[config.mk]
export PLATFORM = sky130hd
export DESIGN_NAME = timer_counter_param
export DESIGN_NICKNAME = d
export VERILOG_FILES = /design/src/rtl/timer_counter_param.sv
export SDC_FILE = /design/constraint.sdc
export NUM_CORES = 1
export LEC_CHECK = 0
export CAP_MARGIN = 40
export CELL_PAD_IN_SITES_DETAIL_PLACEMENT = 1
export CELL_PAD_IN_SITES_GLOBAL_PLACEMENT = 2
export CORE_UTILIZATION = 27
export CTS_CLUSTER_DIAMETER = 80
export DETAILED_ROUTE_END_ITERATION = 12
export GPL_TIMING_DRIVEN = 0
export PLACE_DENSITY_LB_ADDON = 0.1
export SYNTH_ARGS = -nofsm -noshare
export SYNTH_HDL_FRONTEND = slang
export SYNTH_SLANG_ARGS = --single-unit
[constraint.sdc]
create_clock -name i_clk -period 2.26 [get_ports i_clk]
set_input_delay 0.565 -clock i_clk [delete_from_list [all_inputs] [get_ports i_clk]]
set_output_delay 0.565 -clock i_clk [all_outputs]
set_load 0.02 [all_outputs]
[src/rtl/timer_counter_param.sv]
// WIDTH-bit up/down timer with a power-of-two prescaler, optional auto-reload,
// compare match and sticky overflow/underflow/match flags.
module timer_counter_param #(
   parameter int WIDTH = 8,
   parameter int PSC_W = 7,
   parameter int SEL_W = 3
) (
   input  logic             i_clk,
   input  logic             i_rst,
   input  logic             i_enable,
   input  logic [SEL_W-1:0] i_psc_sel,
   input  logic             i_up_down,
   input  logic             i_load,
   input  logic [WIDTH-1:0] i_start_counter,
   input  logic             i_auto_reload,
   input  logic [WIDTH-1:0] i_compare,
   input  logic             i_clr_overflow,
   input  logic             i_clr_underflow,
   input  logic             i_clr_match,
   output logic [WIDTH-1:0] o_count,
   output logic             o_tick,
   output logic             o_overflow,
   output logic             o_underflow,
   output logic             o_match
);

   localparam logic [WIDTH-1:0] CNT_MAX = '1;
   localparam logic [SEL_W-1:0] SEL_MAX = SEL_W'(PSC_W);

   logic [WIDTH-1:0] r_count;
   logic [WIDTH-1:0] r_reload;
   logic [PSC_W-1:0] r_psc;
   logic             r_tick;
   logic             r_overflow;
   logic             r_underflow;
   logic             r_match;

   logic [SEL_W-1:0] w_sel;
   logic [PSC_W-1:0] w_mask;
   logic             w_tick_next;
   logic             w_step;
   logic [WIDTH-1:0] w_cnt_step;
   logic             w_ovf_wrap;
   logic             w_unf_wrap;
   logic             w_ovf_set;
   logic             w_unf_set;
   logic             w_match_set;

   assign w_sel = (i_psc_sel > SEL_MAX) ? SEL_MAX : i_psc_sel;

   // mask = 2^n - 1 built bitwise so n = PSC_W needs no wider intermediate
   always_comb begin
      w_mask = '0;
      for (int i = 0; i < PSC_W; i++) begin
         w_mask[i] = (SEL_W'(i) < w_sel);
      end
   end

   assign w_tick_next = i_enable & ~i_load & ((r_psc & w_mask) == w_mask);
   assign w_step      = r_tick & i_enable & ~i_load;

   always_comb begin
      w_cnt_step = r_count;
      w_ovf_wrap = 1'b0;
      w_unf_wrap = 1'b0;
      if (i_up_down) begin
         if (r_count == CNT_MAX) begin
            w_cnt_step = i_auto_reload ? r_reload : '0;
            w_ovf_wrap = 1'b1;
         end else begin
            w_cnt_step = r_count + WIDTH'(1);
         end
      end else begin
         if (r_count == '0) begin
            w_cnt_step = i_auto_reload ? r_reload : CNT_MAX;
            w_unf_wrap = 1'b1;
         end else begin
            w_cnt_step = r_count - WIDTH'(1);
         end
      end
   end

   assign w_ovf_set   = w_step & w_ovf_wrap;
   assign w_unf_set   = w_step & w_unf_wrap;
   assign w_match_set = w_step & (w_cnt_step == i_compare);

   always_ff @(posedge i_clk) begin
      if (i_rst) begin
         r_count     <= '0;
         r_reload    <= '0;
         r_psc       <= '0;
         r_tick      <= 1'b0;
         r_overflow  <= 1'b0;
         r_underflow <= 1'b0;
         r_match     <= 1'b0;
      end else begin
         r_tick <= w_tick_next;
         if (i_load) begin
            r_count  <= i_start_counter;
            r_reload <= i_start_counter;
            r_psc    <= '0;
         end else begin
            if (i_enable) begin
               r_psc <= r_psc + PSC_W'(1);
            end
            if (w_step) begin
               r_count <= w_cnt_step;
            end
         end
         // set beats a same-edge clear
         r_overflow  <= w_ovf_set   | (r_overflow  & ~i_clr_overflow);
         r_underflow <= w_unf_set   | (r_underflow & ~i_clr_underflow);
         r_match     <= w_match_set | (r_match     & ~i_clr_match);
      end
   end

   assign o_count     = r_count;
   assign o_tick      = r_tick;
   assign o_overflow  = r_overflow;
   assign o_underflow = r_underflow;
   assign o_match     = r_match;

endmodule

==> impl_metrics.py <==
metrics = {
    "outcome": {
        "status": "complete, but fails checks",
        "violations": "negative setup slack",
    },
    "clock_network": {
        "clk_latency_ns": 0.28,
        "ctsHoldBuffers": 0,
        "cts.htree.levels": 1,
        "numCtsBuffers": 3,
        "cts.sinks": 27,
        "clk_pin_slew_worst_paths_ns": 0.10,
        "cts_tree": "done",
        "root_buffer": "clkbuf_8",
        "clk_path_buf_depth": 2,
    },
    "placement": {
        "postPlaceCellArea_mm2": 0.00246,
        "pre_cts_ws_ns": -0.728,
        "dp.final_hpwl_um": 4930,
        "gp_congestion": 0.804,
        "numPortBuffers": 37,
    },
    "sta": {
        "hold_violations": 0,
        "slew_viol_final": 0,
        "slew_headroom_pct": 48.0,
        "finalSetupViolCount": 3,
        "period_share_pct": 106,
        "fin_skew_ns": 0.00324,
        "rsz0062_at_grt": "true",
        "fmax_mhz": 416,
        "worst_pin_slew_ns": 0.780,
        "worst_slack_ns": -0.145,
        "whs_ns": 0.476,
        "finalCriticalPeriod_ns": 2.41,
    },
    "global_route": {
        "grt_first_pass_wirelength_um": 10400,
        "grt_overflow": 0,
        "gr-usage-all-layers_pct": 18.3,
        "antenna_found_initial": 0,
        "grt_max_degree": 15,
        "grt_pass1_vias": 1900,
    },
    "worst_setup_path": {
        "cp_cell_sequence": "buf_4 -> and3_1 -> a31oi_1 -> or3_1 -> a32oi_2 -> xor2_1 -> nand4b_1 -> o31ai_1",
        "criticalPathCategory": "reg -> reg",
        "cp_max_fo": 10,
        "max_stage_delay_ns": 0.46,
        "path_delay_family": "simple AND/OR/NAND/NOR gates",
        "cp_slowest_cell": "dfxtp_1",
        "ff2ff_setup_slack_ns": -0.15,
        "crit_cells": 8,
        "critPathBufInv": 1,
        "r2r-end": "o_match",
        "start_kind": "register",
        "crit_arrival_ns": 2.61,
        "required_ns": 2.46,
        "rr_startpoint": "o_count[3]",
        "critPathCaptureType": "register",
        "r2r_cells": 8,
    },
    "power_and_ir_drop": {
        "power_leakage_uw": 0.00102,
        "p_sw_uw": 396,
        "switching_share_pct": 32.3,
        "intPower_uw": 831,
        "clock_power_share_pct": 23.6,
        "p_comb_share_pct": 34.7,
        "power_density_mw_per_mm2": 449,
        "vdd.ir_drop.worst_v": 0.000189,
        "pwr-share-seq_pct": 41.6,
    },
    "synthesis": {
        "yosysWarnings": 0,
        "yosysSeqAreaShare_pct": 27.8,
        "syn_avg_cell_area_um2": 8.07,
        "ys_types": 59,
        "syn-num-nets": 273,
        "ys_ff_latch": 27,
        "async_flop_share_pct": 0,
        "synth_edf_count": 0,
        "syn_inst": 241,
        "ys.flop_type": "dfxtp_1",
        "synthesis.area_mm2": 0.00195,
    },
    "finish": {
        "area_growth_syn_to_layout_pct": 40.4,
        "drive_gt1_share_pct": 20.9,
        "design_area_mm2": 0.00273,
        "layout_common_cells": "36 x clkdlybuf4s50_1, 31 x nor2_1, 25 x dfxtp_1",
        "fin_util_pct": 39.8,
        "final_common_cell": "clkdlybuf4s50_1",
        "diodes": 0,
        "nets": 329,
    },
    "die": {
        "ioPinCount": 40,
        "fp-row-count": 30,
        "design.die.area_mm2": 0.00755,
        "fp.dieH_um": 86.9,
        "die_x_um": 86.9,
        "design.core.area_mm2": 0.00687,
        "start_util_pct": 28.3,
    },
    "min_path": {
        "hp-start": "o_match",
        "hp-class": "reg -> reg",
        "min_to": "o_match",
        "holdPathStages": 2,
    },
    "route": {
        "drcViolationCount": 0,
        "dr.pass1.iters": 4,
        "routedWlPerCell_um": 17.2,
        "ant_nets": 0,
        "totalWireLength_um": 6730,
        "drt_iter0_drc": 81,
        "vias": 1959,
        "vias_per_cell": 5.00,
    },
    "flow_run": {
        "cap_violations": 0,
    },
}
[how the worst max path moves through the flow]
stage,startpoint,to
floorplan,o_count[1],o_match
global placement,i_auto_reload,o_match
detailed placement,i_auto_reload,o_match
CTS,o_count[1],o_match
global route,o_count[0],o_match
finish,o_count[3],o_match
[cell type report]
class	instances	area [um^2]
Buffer	21	149
Clock buffer	4	45.0
Fill cell	814	4140
Inverter	11	51.3
Multi-Input combinational cell	182	1340
Sequential cell	27	546
Tap cell	96	120
Timing Repair Buffer	51	482
[flip-flops by register name, summed over array words and instances (netlist names)]
| name | cells |
|---|---|
| o_count | 8 |
| o_match | 1 |
| o_overflow | 1 |
| o_tick | 1 |
| o_underflow | 1 |
| r_psc | 7 |
| r_reload | 8 |
[per-layer routing]
| layer | vias up | track usage [%] | part of all wire [%] |
|---|---|---|---|
| li1 | 967 | - | - |
| met1 | 952 | 26.5 | 50 |
| met2 | 34 | 28.7 | 46 |
| met3 | 6 | 1.90 | 2.7 |
| met4 | 0 | 5.45 | 1.4 |
| met5 | - | 0 | 0 |
[worst min-delay path: stages (launching register included)]
cell	delay [ns]
dfxtp_1	0.33
nand2_1	0.06
o31ai_1	0.05
[cell usage after synthesis (2+ instances only)]
master	n	share of area, %
a211o_1	3	1.4
a21oi_1	12	3.1
a31oi_1	4	1.3
a32oi_1	2	0.90
and3_1	5	1.6
buf_1	2	0.39
buf_2	7	1.8
buf_6	2	1.2
clkbuf_1	10	1.9
dfxtp_1	27	28
ha_1	4	2.6
inv_1	11	2.1
mux2i_1	12	6.2
nand2_1	14	2.7
nand2b_1	4	1.3
nand3_1	8	2.1
nand4_1	4	1.3
nor2_1	31	6.0
nor2_4	2	1.2
nor2b_1	3	0.96
nor3_1	9	2.3
o211ai_1	2	0.77
o21a_1	4	1.5
o21ai_0	6	1.5
o221a_2	2	1.2
or4_1	2	0.77
xnor2_1	8	3.6
xor2_1	10	4.5
[logic make-up (layout without fill, tap and decap cells)]
kind of cell / count (synthesis) / in the layout / synth area share [%]
xor gates and xnor gates: 18 / 18 / 8.10
DFF: 27 / 27 / 27.8
and+or+nand+nor: 94 / 94 / 26.4
AOI/OAI and AO/OA: 53 / 53 / 21.0
muxes: 13 / 13 / 6.75
buffers and inverters: 32 / 87 / 7.40
adders and majority gates: 4 / 4 / 2.57
[timing repair]
| action | 4_1_cts | 5_1_grt |
|---|---|---|
| setup endpoints to repair | 8 | 8 |
| resized for setup | 13 | 22 |
| setup buffers | 6 | 8 |
| pin swaps | 9 | 11 |
[through the flow]
stage / power (uW) / setup TNS [ns] / cells
2_1_floorplan: 762 / 0 / 241
3_3_place_gp: 894 / -4.05 / 374
3_5_place_dp: 897 / -3.98 / 374
4_1_cts: 1220 / -0.510 / 384
5_1_grt: 1300 / -0.755 / 392
6_report: 1230 / -0.365 / 392
[power groups by stage]
stage                     clock network, uW  logic (uW)  registers, uW
after floorplan                           0         236            526
after global placement                    0         374            521
after detailed placement                  0         375            521
after CTS                               302         403            510
after global routing                    328         462            514
final                                   290         426            511
Note: power is estimated with default switching activity, not from simulation.
